## config.mk

```make
export PLATFORM = sky130hd
export DESIGN_NAME = color_mode_sequencer
export DESIGN_NICKNAME = d
export VERILOG_FILES = /design/src/rtl/color_pkg.sv /design/src/rtl/color_mode_sequencer_btn_debounce.sv /design/src/rtl/color_mode_sequencer.sv
export SDC_FILE = /design/constraint.sdc
export NUM_CORES = 1
export LEC_CHECK = 0
export BUFFER_PORTS_ARGS = -buffer_cell sky130_fd_sc_hd__buf_2
export CAP_MARGIN = 25
export CORE_ASPECT_RATIO = 0.9
export CORE_MARGIN = 4
export CORE_UTILIZATION = 55
export CTS_CLUSTER_DIAMETER = 150
export CTS_CLUSTER_SIZE = 14
export DETAILED_ROUTE_END_ITERATION = 8
export PLACE_DENSITY_LB_ADDON = 0.2
export SLEW_MARGIN = 20
export SYNTH_ARGS = -nofsm -noshare
export SYNTH_HDL_FRONTEND = slang
export SYNTH_SLANG_ARGS = --single-unit
export TNS_END_PERCENT = 10
```

## constraint.sdc

```tcl
create_clock -name clk -period 2.51 [get_ports clk]
set_input_delay 0.502 -clock clk [delete_from_list [all_inputs] [get_ports clk]]
set_output_delay 0.502 -clock clk [all_outputs]
set_load 0.1 [all_outputs]
```

## src/rtl/color_pkg.sv

```systemverilog
// rtl/color_pkg.sv - shared mode encodings, palette bounds and color-bit indices
package color_pkg;

  localparam logic [1:0] MODE_MANUAL = 2'd0;
  localparam logic [1:0] MODE_STEP   = 2'd1;
  localparam logic [1:0] MODE_AUTO   = 2'd2;
  localparam logic [1:0] MODE_BLANK  = 2'd3;

  typedef enum logic [1:0] {
    ST_MANUAL = MODE_MANUAL,
    ST_STEP   = MODE_STEP,
    ST_AUTO   = MODE_AUTO,
    ST_BLANK  = MODE_BLANK
  } mode_e;

  localparam logic [2:0] PAL_FIRST = 3'd1;
  localparam logic [2:0] PAL_LAST  = 3'd7;

  localparam int R_BIT = 2;
  localparam int G_BIT = 1;
  localparam int B_BIT = 0;

  // Black (0) is skipped so the palette always shows something visible.
  function automatic logic [2:0] pal_next(input logic [2:0] idx);
    return (idx == PAL_LAST) ? PAL_FIRST : idx + 3'd1;
  endfunction

endpackage

```

## src/rtl/color_mode_sequencer_btn_debounce.sv

```systemverilog
// rtl/color_mode_sequencer_btn_debounce.sv - 2-FF synchronizer plus stability counter for a raw button
module btn_debounce #(
  parameter int DEBOUNCE_CYCLES = 250000
) (
  input  logic clk,
  input  logic rst_n,
  input  logic btn_raw,
  output logic level,
  output logic rise
);

  localparam int CNT_W = (DEBOUNCE_CYCLES > 1) ? $clog2(DEBOUNCE_CYCLES) : 1;
  localparam logic [CNT_W-1:0] CNT_LAST = CNT_W'(DEBOUNCE_CYCLES - 1);

  logic             meta_q, meta_d;
  logic             sync_q, sync_d;
  logic             level_q, level_d;
  logic             rise_q, rise_d;
  logic [CNT_W-1:0] cnt_q, cnt_d;

  always_comb begin
    meta_d  = btn_raw;
    sync_d  = meta_q;
    level_d = level_q;
    rise_d  = 1'b0;
    cnt_d   = '0;
    // Count consecutive cycles the synced input disagrees with the accepted level.
    if (sync_q != level_q) begin
      if (cnt_q == CNT_LAST) begin
        level_d = sync_q;
        rise_d  = sync_q;
      end else begin
        cnt_d = cnt_q + 1'b1;
      end
    end
  end

  always_ff @(posedge clk or negedge rst_n) begin
    if (!rst_n) begin
      meta_q  <= 1'b0;
      sync_q  <= 1'b0;
      level_q <= 1'b0;
      rise_q  <= 1'b0;
      cnt_q   <= '0;
    end else begin
      meta_q  <= meta_d;
      sync_q  <= sync_d;
      level_q <= level_d;
      rise_q  <= rise_d;
      cnt_q   <= cnt_d;
    end
  end

  assign level = level_q;
  assign rise  = rise_q;

endmodule

```

## src/rtl/color_mode_sequencer.sv

```systemverilog
// rtl/color_mode_sequencer.sv - selects manual/step/auto/blank color, commits it at frame start, drives RGB
module color_mode_sequencer
  import color_pkg::*;
#(
  parameter int DEBOUNCE_CYCLES = 250000,
  parameter int FRAMES_PER_STEP = 60
) (
  input  logic       clk,
  input  logic       rst_n,
  input  logic       sw_r,
  input  logic       sw_g,
  input  logic       sw_b,
  input  logic       btn_mode,
  input  logic       btn_next,
  input  logic       vsync_pulse,
  input  logic       in_color,
  output logic [7:0] red_out,
  output logic [7:0] green_out,
  output logic [7:0] blue_out,
  output logic [2:0] color_code,
  output logic [1:0] mode
);

  localparam int FRM_W = (FRAMES_PER_STEP > 1) ? $clog2(FRAMES_PER_STEP) : 1;
  localparam logic [FRM_W-1:0] FRM_LAST = FRM_W'(FRAMES_PER_STEP - 1);

  logic mode_level, mode_rise;
  logic next_level, next_rise;
  logic unused_levels;

  btn_debounce #(.DEBOUNCE_CYCLES(DEBOUNCE_CYCLES)) u_db_mode (
    .clk     (clk),
    .rst_n   (rst_n),
    .btn_raw (btn_mode),
    .level   (mode_level),
    .rise    (mode_rise)
  );

  btn_debounce #(.DEBOUNCE_CYCLES(DEBOUNCE_CYCLES)) u_db_next (
    .clk     (clk),
    .rst_n   (rst_n),
    .btn_raw (btn_next),
    .level   (next_level),
    .rise    (next_rise)
  );

  assign unused_levels = mode_level ^ next_level;

  logic [2:0]       sw_meta_q, sw_meta_d;
  logic [2:0]       sw_sync_q, sw_sync_d;
  mode_e            mode_q, mode_d;
  logic [2:0]       pal_q, pal_d;
  logic [FRM_W-1:0] frame_q, frame_d;
  logic [2:0]       code_q, code_d;
  logic [2:0]       candidate;
  logic [7:0]       red_q, red_d;
  logic [7:0]       green_q, green_d;
  logic [7:0]       blue_q, blue_d;

  always_comb begin
    sw_meta_d = {sw_r, sw_g, sw_b};
    sw_sync_d = sw_meta_q;
    mode_d    = mode_q;
    pal_d     = pal_q;
    frame_d   = frame_q;

    // A mode change takes priority and swallows any simultaneous palette step.
    if (mode_rise) begin
      frame_d = '0;
      case (mode_q)
        ST_MANUAL: mode_d = ST_STEP;
        ST_STEP:   mode_d = ST_AUTO;
        ST_AUTO:   mode_d = ST_BLANK;
        default:   mode_d = ST_MANUAL;
      endcase
    end else begin
      case (mode_q)
        ST_STEP: begin
          if (next_rise) pal_d = pal_next(pal_q);
        end
        ST_AUTO: begin
          if (vsync_pulse) begin
            if (frame_q == FRM_LAST) begin
              frame_d = '0;
              pal_d   = pal_next(pal_q);
            end else begin
              frame_d = frame_q + 1'b1;
            end
          end
        end
        default: frame_d = '0;
      endcase
    end

    case (mode_q)
      ST_MANUAL:       candidate = sw_sync_q;
      ST_STEP, ST_AUTO: candidate = pal_q;
      default:         candidate = 3'b000;
    endcase

    // Commit uses the current register values, so a same-cycle advance lands a frame later.
    code_d = vsync_pulse ? candidate : code_q;

    red_d   = (in_color && code_q[R_BIT]) ? 8'hFF : 8'h00;
    green_d = (in_color && code_q[G_BIT]) ? 8'hFF : 8'h00;
    blue_d  = (in_color && code_q[B_BIT]) ? 8'hFF : 8'h00;
  end

  always_ff @(posedge clk or negedge rst_n) begin
    if (!rst_n) begin
      sw_meta_q <= 3'b000;
      sw_sync_q <= 3'b000;
      mode_q    <= ST_MANUAL;
      pal_q     <= PAL_FIRST;
      frame_q   <= '0;
      code_q    <= 3'b000;
      red_q     <= 8'h00;
      green_q   <= 8'h00;
      blue_q    <= 8'h00;
    end else begin
      sw_meta_q <= sw_meta_d;
      sw_sync_q <= sw_sync_d;
      mode_q    <= mode_d;
      pal_q     <= pal_d;
      frame_q   <= frame_d;
      code_q    <= code_d;
      red_q     <= red_d;
      green_q   <= green_d;
      blue_q    <= blue_d;
    end
  end

  assign red_out    = red_q;
  assign green_out  = green_q;
  assign blue_out   = blue_q;
  assign color_code = code_q;
  assign mode       = mode_q;

endmodule

```

==> results.txt, run 1 <==
----------------------------------------------------
[Clock network]
  Clock tree from TritonCTS ... yes
  Clock insertion delay at the later pin of the skew report ... approximately 340 ps
  Library cell used as clock root buffer ... sky130_fd_sc_hd__clkbuf_8
  Setup bufs post-CTS ... 0
  CTS Buf Count ... 9
  H-Tree Level Count ... 3
  Maximum count of clock buffers along a single path ... 2
  Clock-pin slew on the worst setup and hold paths ... around 70 ps
  Post-cts resize count ... 0
  CTS sink count ... 67
  Hold bufs inserted after CTS ... 0

[Routing]
  Final antenna-violating net count ... 0
  1st-pass router iterations ... 5
  Routed length per instance ... ~14 um
  Starting DRC count in detailed routing ... about 150
  DRC errors left ... 0
  Via count ... 2252
  Mean number of vias per cell ... around 5.5
  Post-detailed-routing wire length ... between 5000 and 6000 um

[Timing]
  Total count of hold-check failures in the final report ... 0
  Slew at the pin closest to its max-slew limit ... roughly 500 ps
  Post-route minimum period ... about 2000 ps
  RSZ-0062 raised after global routing ... false
  Post-route clock skew ... approximately 5.7 ps
  Period Utilization, post-route ... ~79%
  Maximum clock frequency ... 501 MHz
  Worst slew margin relative to its limit ... 67.0%
  Slew Limit Fails ... 0
  Final sum of negative setup slack ... 0 ps
  # setup viols final ... 0

[Yosys]
  Syn avg cell area ... approximately 11 um2
  Synth Area in XOR/XNOR ... 8.33%
  Simple-gate share of the synthesized area ... a little over a fifth
  Cell area after synthesis ... about 3300 um2
  Synthesized flop and latch total ... 67
  Number of warnings printed during yosys synthesis ... 0
  Combinational family with the most area after synthesis ... simple AND/OR/NAND/NOR gates
  Seq/Total Area, Yosys ... around half
  Post-synthesis mux area share ... roughly 2.5%
  Distinct cells, synth ... 43
  Mapped Cells ... 309
  Compound-Gate Fraction of Synth Area ... 5.80%
  Syn Nets ... 327
  Post-Synth Adder-Cell Area ... under 10%

[Floorplanning]
  Vertical die dimension ... just over 80 um
  Die X ... roughly 90 um
  Effective utilization at floorplan ... between 50% and 60%
  Rows ... 26
  Core ar. ... around 5700 um2
  Boundary Pins ... 38
  Area of the die ... 7220 um2

[Place]
  Final HPWL DP ... ~4000 um
  Dpl cell area ... between 3000 and 4000 um2
  Port Buf Inserts ... 37
  Final GP Congestion ... between 0.8 and 0.9
  Cells after DPL ... 396

[Finish]
  Fraction of final layout cells with drive strength greater than 1 ... between 20% and 30%
  Total of fill cells in the finished design ... around 470
  Commonest non-fill, non-tap cell in the layout ... sky130_fd_sc_hd__dfrtp_1
  Layout area overhead ... 11.8%
  Number of antenna repair diodes ... 0
  Final Instance Count excl. Fillers ... slightly above 400
  Top library cells by usage in the layout, fill and taps aside ... sky130_fd_sc_hd__dfrtp_1 (65), sky130_fd_sc_hd__nor2_1 (37), sky130_fd_sc_hd__buf_2 (37), sky130_fd_sc_hd__xnor2_1 (23), sky130_fd_sc_hd__nand3_1 (17)
  Count of nets after finishing ... between 300 and 400
  Fin area ... ~3600 um2

[Global routing]
  Aggregate global routing overflow ... 0
  Overall global routing resource usage ... 18.5%
  Via count of the first global-routing pass ... between 2000 and 2500
  Initial antenna violation count ... 0
  Largest net degree at the start of global routing ... between 60 and 70
  First-pass GRT wire length ... about 10000 um

[Power and ir drop]
  Power per Cell Area ... between 600 and 700 nW/um2
  Peak supply drop ... between 0.5 and 0.6 mV
  Leakage power ... between 0.0015 and 0.002 uW

[Worst setup path]
  Number of cells traversed by the worst register-to-register path ... 5
  Largest driver fanout on the critical path ... 7
  Critical R2R Capture ... pal_q[1]
  WS Path Type ... flop to flop
  Reg-to-reg startpoint ... mode[0]
  Worst setup path endpoint ... pal_q[1]
  Slack of the worst reg-to-reg path ... just over 500 ps
  Endpoint kind of the worst setup timing path ... flop
  Start point of the critical path ... mode[0]
  Arrival @ worst endpoint ... between 2000 and 2500 ps
  Required arrival time at the worst endpoint ... 2730 ps
  Startpoint class of the critical path ... flop

[Run status]
  Result of the run ... finished clean

[Worst hold path]
  Hold/Removal Path Class ... primary input to async pin

[Job]
  Max-cap violation count ... 0

----------------------------------------------------
cell usage after synthesis (all sizes together):
| master | number | area share, % |
|---|---|---|
| o21ai | 5 | 0.77 |
| and4 | 1 | 0.27 |
| mux2i | 2 | 0.61 |
| a31oi | 2 | 0.38 |
| buf | 23 | 5.2 |
| mux2 | 5 | 1.8 |
| and2 | 4 | 0.77 |
| nand2b | 3 | 0.58 |
| o41ai | 1 | 0.84 |
| or3 | 3 | 0.58 |
| dfstp | 1 | 0.81 |
| or2 | 3 | 0.58 |
| xnor2 | 23 | 6.2 |
| ha | 9 | 3.5 |
| inv | 9 | 1.0 |
| nor2 | 37 | 4.3 |
| nand2 | 16 | 1.8 |
| a22oi | 3 | 0.69 |
| o211ai | 1 | 0.23 |
| nor4b | 3 | 0.81 |
| dfrtp | 66 | 51 |
| o22ai | 3 | 0.58 |
| nor2b | 2 | 0.38 |
| a21oi | 8 | 1.2 |
| nand3 | 17 | 2.6 |
| nand4 | 13 | 2.9 |
| o31ai | 2 | 0.61 |
| or4 | 5 | 1.4 |
| xor2 | 8 | 2.1 |
| o21bai | 1 | 0.23 |
| nor4 | 12 | 2.3 |
| clkbuf | 3 | 0.35 |
| and3 | 2 | 0.42 |
| nor3b | 2 | 0.46 |
| o21a | 1 | 0.23 |
| nor3 | 7 | 1.1 |
| nand3b | 3 | 0.69 |
kinds of logic after synthesis:
kind of cell,Yosys count
compound gates,27
fa+ha+maj,9
mux,7
buf+inv,35
xor+xnor,31
simple gates,133
flops,67
flip-flops by register name, indices dropped and copies added, names as in the netlist, 2 cells and up:
name and flops:
mode 2, pal_q 3, u_db_mode.cnt_q 18, sw_sync_q 3
u_db_next.cnt_q 18, frame_q 6, color_code 3, sw_meta_q 3
worst max-delay path: stages (launching register included):
cell	delay, ps
sky130_fd_sc_hd__dfrtp_2	390
sky130_fd_sc_hd__inv_1	80
sky130_fd_sc_hd__ha_1	280
sky130_fd_sc_hd__o21a_1	210
sky130_fd_sc_hd__or4_1	610
sky130_fd_sc_hd__mux2_2	310
where the power goes:
group	switching, uW	internal [uW]	total [uW]
Clock	408	617	1020
Combinational	275	46.7	321
Sequential	19.8	1100	1120
worst min-delay path by stage:
| stage | from | endpoint | slack (ps) | cells after the start |
|---|---|---|---|---|
| final | rst_n | u_db_mode.cnt_q[2] | 160 | 2 |
| after global placement | u_db_mode.meta_q | u_db_mode.sync_q | 330 | 0 |
| after detailed placement | sw_meta_q[0] | sw_sync_q[0] | 340 | 0 |
| after CTS | rst_n | u_db_mode.cnt_q[2] | 180 | 2 |
| after floorplan | rst_n | blue_out[6] | 210 | 0 |
| after global routing | rst_n | u_db_mode.cnt_q[2] | 180 | 2 |
routing by layer:
layer	vias up	global-route usage, %	share of wire [%]
li1	1116	-	-
met1	1074	24.4	47
met2	48	29.2	46
met3	14	5.17	4.5
met4	0	6.55	1.8
met5	-	0	0
per-stage QoR:
step | util (%) | hold slack, ps | setup slack (ps) | power [uW]
after floorplan | - | 206 | 83.2 | 1420
after global placement | 59.5 | 331 | 580 | 1460
after detailed placement | 59.5 | 336 | 513 | 1470
after CTS | 63.7 | 176 | 508 | 2500
after global routing | 63.7 | 176 | 388 | 2570
final | 63.7 | 165 | 515 | 2470
layout make-up:
type / count / area (um2) / area share (%)
clock buffers: 11 / 151 / 4.15
repair buffers: 43 / 243 / 6.66
multi-input cells: 207 / 1370 / 37.5
inverters: 9 / 33.8 / 0.927
well taps: 70 / 87.6 / 2.40
flip-flops and latches: 67 / 1680 / 46.1
clock inverters: 5 / 83.8 / 2.30
(Power assumes the default switching activity.)
==> run 2, diff against run 1 <==
--- a/config.mk
+++ b/config.mk
@@ -9,7 +9,7 @@
 export CAP_MARGIN = 25
 export CORE_ASPECT_RATIO = 0.9
 export CORE_MARGIN = 4
-export CORE_UTILIZATION = 55
+export CORE_UTILIZATION = 52
 export CTS_CLUSTER_DIAMETER = 150
 export CTS_CLUSTER_SIZE = 14
 export DETAILED_ROUTE_END_ITERATION = 8
==> constraint.sdc (replaced) <==
create_clock -name clk -period 1.8 [get_ports clk]
set_input_delay 0.36 -clock clk [delete_from_list [all_inputs] [get_ports clk]]
set_output_delay 0.36 -clock clk [all_outputs]
set_load 0.1 [all_outputs]
==> results.txt, run 2 (synthesis results as in run 1) <==
----------------------------------------------------
[Worst setup path]
  Largest driver fanout on the critical path ... 5
  Endpoint kind of the worst setup timing path ... flop
  WS Path Type ... flop to flop
  Arrival @ worst endpoint ... roughly 2000 ps
  Cells along the critical path ... inv_2, ha_4, mux2i_1, or4_4, mux2_2
  Cell type group with the largest total delay on the critical path ... simple AND/OR/NAND/NOR gates
  Slowest cell on the critical path ... sky130_fd_sc_hd__or4_4
  Required arrival time at the worst endpoint ... just over 2000 ps
  Worst stage delay on the critical path ... roughly 540 ps
  Startpoint class of the critical path ... flop
  Buffers and inverters on the worst path ... 1
  Slack of the worst reg-to-reg path ... 20 ps

[Clock network]
  Clock insertion delay at the later pin of the skew report ... 340 ps
  Clock tree from TritonCTS ... yes
  CTS Buf Count ... 9
  Maximum count of clock buffers along a single path ... 2
  Library cell used as clock root buffer ... sky130_fd_sc_hd__clkbuf_8
  CTS sink count ... 67
  H-Tree Level Count ... 3
  Clock-pin slew on the worst setup and hold paths ... ~80 ps

[Power and ir drop]
  Peak supply drop ... 0.511 mV
  Power per Cell Area ... 838 nW/um2
  Sum of internal, switching and leakage power ... 3310 uW
  Leakage power ... ~0.0018 uW

[Routing]
  Mean number of vias per cell ... 5.30
  Starting DRC count in detailed routing ... ~140
  Via count ... 2437
  DRC errors left ... 0
  1st-pass router iterations ... 4
  Post-detailed-routing wire length ... roughly 6300 um
  Final antenna-violating net count ... 0
  Routed length per instance ... roughly 14 um

[Timing]
  Maximum clock frequency ... 562 MHz
  Slew Limit Fails ... 0
  Total count of hold-check failures in the final report ... 0
  Post-route minimum period ... around 1800 ps
  Slew at the pin closest to its max-slew limit ... 535 ps
  Post-route clock skew ... around 9.5 ps
  Hold_ws ... roughly 120 ps
  RSZ-0062 raised after global routing ... true
  Period Utilization, post-route ... between 90% and 100%
  Worst slew margin relative to its limit ... 64.3%
  # setup viols final ... 0

[Worst hold path]
  Hold/Removal Path Class ... primary input to flop

[Floorplanning]
  Boundary Pins ... 38
  Core ar. ... approximately 6000 um2
  Vertical die dimension ... a little over 80 um
  Area of the die ... 7600 um2
  Die X ... slightly above 90 um
  Effective utilization at floorplan ... a little over half
  Rows ... 27

[Place]
  Final HPWL DP ... 4520 um
  Final GP Congestion ... about 0.89
  Dpl cell area ... around 3700 um2
  Port Buf Inserts ... 37
  Cells after DPL ... 439

[Finish]
  Top library cells by usage in the layout, fill and taps aside ... sky130_fd_sc_hd__dfrtp_1 (63), sky130_fd_sc_hd__nor2_1 (37), sky130_fd_sc_hd__buf_2 (37), sky130_fd_sc_hd__buf_4 (33), sky130_fd_sc_hd__xnor2_1 (23)
  Total of fill cells in the finished design ... between 400 and 500
  Leading registers by flop count ... u_db_mode.cnt_q x18, u_db_next.cnt_q x18, frame_q x6
  Count of nets after finishing ... roughly 390
  Fin area ... 3950 um2
  Final Instance Count excl. Fillers ... 460
  Fraction of final layout cells with drive strength greater than 1 ... about a third
  Commonest non-fill, non-tap cell in the layout ... sky130_fd_sc_hd__dfrtp_1
  Final Util ... 64.7%
  Layout area overhead ... 21.3%
  Number of antenna repair diodes ... 0

[Global routing]
  Overall global routing resource usage ... 17.9%
  Aggregate global routing overflow ... 0
  Via count of the first global-routing pass ... about 2400
  Initial antenna violation count ... 0
  First-pass GRT wire length ... 10900 um
  Largest net degree at the start of global routing ... 36

[Job]
  Max-cap violation count ... 0

[Run status]
  Result of the run ... finished clean

----------------------------------------------------
run 2: cell types whose count changed in the layout (fill, tap and decap cells not counted), moves of 2 or more:
cell,change
sky130_fd_sc_hd__buf_4,+28
sky130_fd_sc_hd__ha_1,-3
sky130_fd_sc_hd__buf_6,+2
sky130_fd_sc_hd__dfrtp_1,-2
sky130_fd_sc_hd__dfrtp_4,+2
sky130_fd_sc_hd__ha_4,+2
sky130_fd_sc_hd__inv_1,-2
sky130_fd_sc_hd__nor4b_1,-2
sky130_fd_sc_hd__nor4b_2,+2
run 2: report_power, final:
part | internal (uW) | switching, uW
sequential | 1540 | 28.5
combinational | 68.2 | 386
clock | 720 | 573
total | 2330 | 987
run 2: metrics by stage:
step | setup TNS, ps | setup slack, ps
after detailed placement | -76.3 | -76.3
final | 0 | 20.6
after global routing | -38.8 | -20.1
after global placement | -10.3 | -10.3
after floorplan | -412 | -123
after CTS | 0 | 2.41
run 2: final timing paths:
| check | startpoint | endpoint | depth (start not counted) |
|---|---|---|---|
| max | mode[1] | pal_q[2] | 5 |
| min | sw_r | sw_meta_q[2] | 1 |
| max reg2reg | mode[1] | pal_q[2] | 5 |
| min reg2reg | sw_meta_q[2] | sw_sync_q[2] | 0 |
| max in group asynchronous | rst_n | u_db_mode.cnt_q[2] | 3 |
| min in group asynchronous | rst_n | mode[1] | 2 |
run 2: repair_timing:
action / in CTS / in global routing
endpoints found under the setup margin: 11 / 27
buffers inserted: 0 / 4
pin swaps: 3 / 4
hold buffers: 1 / 0
hold endpoints to repair: 8 / 0
cloned: 0 / 0
resized for setup: 2 / 7
run 2: layout make-up:
cell class | count | area (um2) | share of cell area, %
flip-flops and latches | 67 | 1690 | 42.7
clock buffers | 11 | 151 | 3.83
inverters | 9 | 36.3 | 0.918
multi-input cells | 207 | 1430 | 36.0
well taps | 87 | 109 | 2.75
clock inverters | 5 | 60.1 | 1.52
repair buffers | 74 | 485 | 12.3
run 2: layer usage:
metal	vias up	routed length (um)	global-route usage [%]
li1	1184	-	-
met1	1181	2940	23.1
met2	62	2970	28.4
met3	10	343	4.89
met4	0	78	7.12
met5	-	0	0
